[config.mk]
export PLATFORM = sky130hd
export DESIGN_NAME = pwconv_sched
export DESIGN_NICKNAME = d
export VERILOG_FILES = /design/src/rtl/pwconv_pkg.sv /design/src/rtl/pwconv_period_cnt.sv /design/src/rtl/pwconv_sched.sv
export SDC_FILE = /design/constraint.sdc
export NUM_CORES = 1
export LEC_CHECK = 0
export ABC_AREA = 1
export BUFFER_PORTS_ARGS = -buffer_cell sky130_fd_sc_hd__buf_2
export CORE_AREA = 2 2 221 223
export CTS_CLUSTER_SIZE = 14
export DETAILED_ROUTE_END_ITERATION = 16
export DIE_AREA = 0 0 223 225
export MAX_ROUTING_LAYER = met4
export PLACE_DENSITY_LB_ADDON = 0.1
export SLEW_MARGIN = 20
export SYNTH_ARGS = -nofsm -noshare
export SYNTH_HDL_FRONTEND = slang
export SYNTH_HIERARCHICAL = 1
export SYNTH_SLANG_ARGS = --single-unit
[constraint.sdc]
create_clock -name clk -period 1.7 [get_ports clk]
set_input_delay 0 -clock clk [delete_from_list [all_inputs] [get_ports clk]]
set_output_delay 0 -clock clk [all_outputs]
set_load 0.02 [all_outputs]
[src/rtl/pwconv_pkg.sv]
// pwconv_pkg: shared defaults, FSM encoding and counter sizing for the pointwise-conv scheduler
package pwconv_pkg;
    localparam int KERNEL_NUM_DEF = 32;
    localparam int CALC_PERIOD_DEF = 18;
    localparam int ADDR_W_DEF = 5;
    localparam int WEIGHT_W_DEF = 256;
    localparam int BIAS_W_DEF = 16;

    function automatic int pcnt_w(input int period);
        return $clog2(period);
    endfunction

    localparam int PCNT_W_DEF = pcnt_w(CALC_PERIOD_DEF);

    localparam logic [2:0] S_IDLE  = 3'd0;
    localparam logic [2:0] S_FETCH = 3'd1;
    localparam logic [2:0] S_LOAD  = 3'd2;
    localparam logic [2:0] S_FIRE  = 3'd3;
    localparam logic [2:0] S_WAIT  = 3'd4;
    localparam logic [2:0] S_DONE  = 3'd5;
endpackage

[src/rtl/pwconv_period_cnt.sv]
// pwconv_period_cnt: loadable down-counter timing the WAIT gap between calc pulses
module pwconv_period_cnt
    import pwconv_pkg::*;
#(
    parameter int W = PCNT_W_DEF
) (
    input  logic         clk,
    input  logic         rst,
    input  logic         load,
    input  logic         en,
    input  logic [W-1:0] load_val,
    output logic         tc
);
    logic [W-1:0] cnt;

    always_ff @(posedge clk) begin
        if (rst) cnt <= '0;
        else if (load) cnt <= load_val;
        else if (en) cnt <= cnt - 1'b1;
    end

    // terminal on 1 so a load of 1 yields exactly one WAIT cycle
    assign tc = cnt == W'(1);
endmodule

[src/rtl/pwconv_sched.sv]
// pwconv_sched: per-tile kernel sequencer fetching weights and pacing PWConv calc pulses
module pwconv_sched
    import pwconv_pkg::*;
#(
    parameter int KERNEL_NUM  = KERNEL_NUM_DEF,
    parameter int CALC_PERIOD = CALC_PERIOD_DEF,
    parameter int ADDR_W      = ADDR_W_DEF,
    parameter int WEIGHT_W    = WEIGHT_W_DEF,
    parameter int BIAS_W      = BIAS_W_DEF
) (
    input  logic                clk,
    input  logic                rst,
    input  logic                tile_valid_i,
    output logic                tile_ready_o,
    output logic                pixel_load_o,
    output logic                wmem_rd_o,
    output logic [ADDR_W-1:0]   wmem_addr_o,
    input  logic [WEIGHT_W-1:0] wmem_weight_i,
    input  logic [BIAS_W-1:0]   wmem_bias_i,
    output logic [WEIGHT_W-1:0] weight_o,
    output logic [BIAS_W-1:0]   bias_o,
    output logic [ADDR_W-1:0]   kernel_idx_o,
    output logic                calc_en_o,
    output logic                last_o,
    output logic                busy_o,
    output logic                tile_done_o
);
    localparam int PW = pcnt_w(CALC_PERIOD);
    localparam logic [ADDR_W-1:0] K_LAST = ADDR_W'(KERNEL_NUM - 1);

    logic [2:0] state, state_nx;
    logic [ADDR_W-1:0] k, addr_q;
    logic tc, k_last;

    assign k_last = k == K_LAST;

    always_ff @(posedge clk) begin
        if (rst) state <= S_IDLE;
        else state <= state_nx;
    end

    always_comb begin
        state_nx = state;
        case (state)
            S_IDLE:  state_nx = tile_valid_i ? S_FETCH : S_IDLE;
            S_FETCH: state_nx = S_LOAD;
            S_LOAD:  state_nx = S_FIRE;
            S_FIRE:  state_nx = S_WAIT;
            S_WAIT:  state_nx = !tc ? S_WAIT : k_last ? S_DONE : S_FETCH;
            S_DONE:  state_nx = S_IDLE;
            default: state_nx = S_IDLE;
        endcase
    end

    always_comb begin
        tile_ready_o = state == S_IDLE;
        pixel_load_o = tile_ready_o & tile_valid_i;
        wmem_rd_o    = state == S_FETCH;
        calc_en_o    = state == S_FIRE;
        last_o       = calc_en_o & k_last;
        busy_o       = !tile_ready_o;
        tile_done_o  = state == S_DONE;
        wmem_addr_o  = wmem_rd_o ? k : addr_q;
    end

    // addr_q keeps the address bus quiet between fetches even when k is cleared for a new tile
    always_ff @(posedge clk) begin
        if (rst) begin
            k            <= '0;
            addr_q       <= '0;
            weight_o     <= '0;
            bias_o       <= '0;
            kernel_idx_o <= '0;
        end else begin
            if (pixel_load_o) k <= '0;
            else if (state == S_WAIT && tc && !k_last) k <= k + 1'b1;
            if (wmem_rd_o) addr_q <= k;
            if (state == S_LOAD) begin
                weight_o     <= wmem_weight_i;
                bias_o       <= wmem_bias_i;
                kernel_idx_o <= k;
            end
        end
    end

    pwconv_period_cnt #(.W(PW)) u_period (
        .clk      (clk),
        .rst      (rst),
        .load     (state == S_FIRE),
        .en       (state == S_WAIT),
        .load_val (PW'(CALC_PERIOD - 3)),
        .tc       (tc)
    );
endmodule

==> metrics list <==
- Antenna violations before repair: 0
* Post-route ant nets: 0
* Number of detailed-route iterations in the first pass: 4
- Final instance count without filler cells: 2818
- Max-slew violation count: 0
- 564 I/O pins were placed.
* Number of distinct library cell variants in the gate-level netlist after synthesis: 28
* WP buf/inv: 2
- The tool flagged a number of max-cap violations equal to 0.
* Clk slew on worst S/H paths: 0.05 ns
- Sequential cells were found to cover 56.3% of the synthesized design area.
* Worst clock skew: 0.0111 ns
- Largest fanout of any net on the critical path: 2
* Clock sink count: 295
- The critical path in this run is classified as reg -> out.
- For the worst setup path, the data arrival time is 1.62 ns.
* Startpoint type of the worst setup path: flip-flop
* Vias per std cell: 4.16
* Total of warnings raised by yosys: 6
- The later pin in the worst-skew pair is clocked with a latency of 0.54 ns.
- Leading post-synthesis cells by cell area: sky130_fd_sc_hd__dfxtp_1 56%, sky130_fd_sc_hd__nor2_1 20%, sky130_fd_sc_hd__o21ai_0 12%
* First-pass GRT wire length: 64500 um
- Total overflow reported by the global router: 0
- After layout, the minimum clock period comes to 1.62 ns.
- Summing all flip-flop and latch instances after layout gives 5910 um^2.
* Cell area after technology mapping: 10500 um^2
* Hold Fails Final Rpt: 0
* Total core area: 47500 um^2
* Yosys top cell area share: 56.3%
- The floorplan step defined a die boundary enclosing 50200 um^2.
- Dividing total power by cell area gives a power density of 1090 nW/um^2.
* Per-instance average area after synthesis: 7.76 um^2
* Worst path required time: 1.70 ns
- Entering global routing, the biggest net connects 90 pins.
- VDD sags by at most 0.663 mV.
- CP max stage cell: sky130_fd_sc_hd__dfxtp_2
* Syn Inst Count: 1352
* Crit path top cell by count: sky130_fd_sc_hd__nor2_2
- Most repeated cell in the gate-level netlist after synthesis: sky130_fd_sc_hd__nor2_1
* Async S/R FF share, synth: 0%
- For this block, the routed nets add up to 43000 um of wire.
- Summed over all failing endpoints, the final setup total negative slack is 0 ns.
- For this run, the slowest stage of the critical path takes 0.35 ns.
- In this run, synthesis produced a sequential element count of 295.
* Clock tree from TritonCTS: done
* Unrepaired setup endpoints after global routing: yes
- Global routing used 16.8% of the available tracks.
* Port buffer count: 563
* Number of buffers on the longest clock path: 3
- Number of buffers created by CTS: 38
* Area of combinational cells with multiple inputs: 4060 um^2
- The flow ran to the end, and the final reports show no timing, DRC or antenna violations.
- Setup violations remaining at the end of the flow were counted as 0.
- The worst path uses 95.5% of the clock period.
- By count the netlist is led by 570 x sky130_fd_sc_hd__nor2_1, 295 x sky130_fd_sc_hd__dfxtp_1, 261 x sky130_fd_sc_hd__o21ai_0, 40 x sky130_fd_sc_hd__nand2_1, 31 x sky130_fd_sc_hd__clkbuf_1.
* Effective utilization at floorplan: 22.1%
- Clock tree synthesis selected as its root buffer the cell sky130_fd_sc_hd__clkbuf_16.
* Routed wirelength normalized by instance count: 15.3 um
- The cell family contributing the most delay on the critical path is flip-flops.
- Post-synthesis to final-layout area growth: 73.1%
- Standard-cell rows: 80
- Starting DRC count in detailed routing: 590
- NumNets Final: 2460
- The tightest min-delay check is of the in -> reg type.
- The number of placed instances, taps included, is 2478.
- The H-tree was split into 2 levels.
* Fraction of layout instances using a drive strength above 1: 31.2%
- Final HPWL from detailed placement: 30500 um
* Die outline height: 225 um
* Count of filler cells inserted in the layout: 5110
- Summed over all instances, the cell type with the most area after synthesis is sky130_fd_sc_hd__dfxtp_1.
- Based on the critical path, the design can be clocked at up to 0.616 GHz.
- The most used flip-flop cell after synthesis is sky130_fd_sc_hd__dfxtp_1.
- The congestion estimate from routability-driven global placement came to 0.771.
* Number of global-route vias before repair: 11600
* Crit path cell chain: ha_4 -> nand2_2 -> nor2_2 -> ha_2 -> inv_2 -> nor2_2 -> buf_6
- The routed layout has 11700 vias.
- Count of flip-flops with a built-in enable after synthesis: 0
- STA classifies the critical path endpoint as an output pin.
* Static Leak: 8.49 nW
- The floorplan step set the die width to 223 um.
- After detailed routing, the number of remaining DRC violations is 0.
* # diodes: 0
[state kept, by name, indices dropped and copies added (netlist names)]
signal / count
kernel_idx_o: 5
u_period/cnt: 5
k: 5
weight_o: 256
state: 3
addr_q: 5
bias_o: 16
[through the flow]
stage	setup slack (ns)	utilization [%]	hold slack (ns)	power [mW]	area, um^2
final	0.0764	38.2	0.242	19.8	18200
after global routing	-0.0115	38.2	0.220	20.9	18200
after CTS	-0.00852	38.1	0.195	20.2	18100
after detailed placement	0.169	29.6	0.245	11.5	14100
after global placement	0.162	29.6	0.238	11.4	14100
after floorplan	0.226	-	0.0691	10.0	10500
[routing by layer]
metal | global-route usage, % | vias up | wire length [um]
li1 | - | 5950 | -
met1 | 19.0 | 5358 | 18000
met2 | 28.3 | 329 | 20900
met3 | 4.92 | 72 | 2840
met4 | 5.48 | 0 | 1250
met5 | - | - | 0
[layout by cell type, fill, tap and decap left out, types with 2 or more instances in the layout]
cell                              n
sky130_fd_sc_hd__a22oi_1          2
sky130_fd_sc_hd__buf_2          562
sky130_fd_sc_hd__dfxtp_1        288
sky130_fd_sc_hd__conb_1           5
sky130_fd_sc_hd__buf_12          15
sky130_fd_sc_hd__nand2_1         39
sky130_fd_sc_hd__inv_2            5
sky130_fd_sc_hd__bufinv_16        2
sky130_fd_sc_hd__dlygate4sd3_1  275
sky130_fd_sc_hd__o21ai_2          3
sky130_fd_sc_hd__clkinv_2         3
sky130_fd_sc_hd__buf_4           25
sky130_fd_sc_hd__nor2_2           5
sky130_fd_sc_hd__nand3_1          9
sky130_fd_sc_hd__nand3_4          2
sky130_fd_sc_hd__clkinvlp_4       2
sky130_fd_sc_hd__o21ai_1         25
sky130_fd_sc_hd__dfxtp_2          7
sky130_fd_sc_hd__inv_1           25
sky130_fd_sc_hd__nor2_4           3
sky130_fd_sc_hd__a21oi_1          9
sky130_fd_sc_hd__nor2_1         566
sky130_fd_sc_hd__clkbuf_16       41
sky130_fd_sc_hd__o21ai_0        256
sky130_fd_sc_hd__clkbuf_8         6
sky130_fd_sc_hd__clkbuf_1         9
sky130_fd_sc_hd__ha_1             2
sky130_fd_sc_hd__xor2_1           2
[final cells by class]
cell class,count,share of cell area (%)
timing repair buffer,878,33.4
sequential,295,32.6
multi-input combinational,935,22.3
clock buffer,56,6.29
tap,615,4.24
inverter,33,0.771
clock inverter,6,0.455
[power by group]
group          leakage [nW]  internal [mW]  switching, mW  total [mW]
Combinational          5.48           1.66           2.34        4.01
Sequential             2.41           7.53          0.292        7.82
Clock                 0.599           4.92           3.07        7.99
Total                  8.49           14.1           5.71        19.8
[cell families after synthesis]
kind of cell / share of synthesized area, %
fa+ha+maj: 0.477
simple gates: 22.9
xor+xnor: 0.167
buf+inv: 5.96
other cells: 0.0715
flops: 56.3
compound gates: 14.2
[repair_timing]
action                                  4_1_cts  5_1_grt
pin swaps                                     3        2
hold buffers                                275        0
setup buffers                                 1        1
gates resized for setup                      19       14
hold endpoints to repair                    290        0
endpoints found under the setup margin        8       14
gates cloned                                  0        1
[worst reg2reg max path, stage by stage (launching register included)]
cell	delay [ns]
sky130_fd_sc_hd__dfxtp_2	0.38
sky130_fd_sc_hd__nor2_1	0.20
sky130_fd_sc_hd__nand2_1	0.11
sky130_fd_sc_hd__inv_2	0.13
sky130_fd_sc_hd__nand2_1	0.06
sky130_fd_sc_hd__a21oi_1	0.11
sky130_fd_sc_hd__dlygate4sd3_1	0.55
[worst paths after layout]
kind              slack [ns]  cells past startpoint             to               start
setup / recovery        0.08                      7         last_o                k[1]
hold / removal          0.24                      4  weight_o[227]  wmem_weight_i[227]
setup reg to reg        0.10                      6       state[0]            state[0]
hold reg to reg         0.47                      2  weight_o[235]       weight_o[235]
Note: power is estimated with default switching activity, not from simulation.
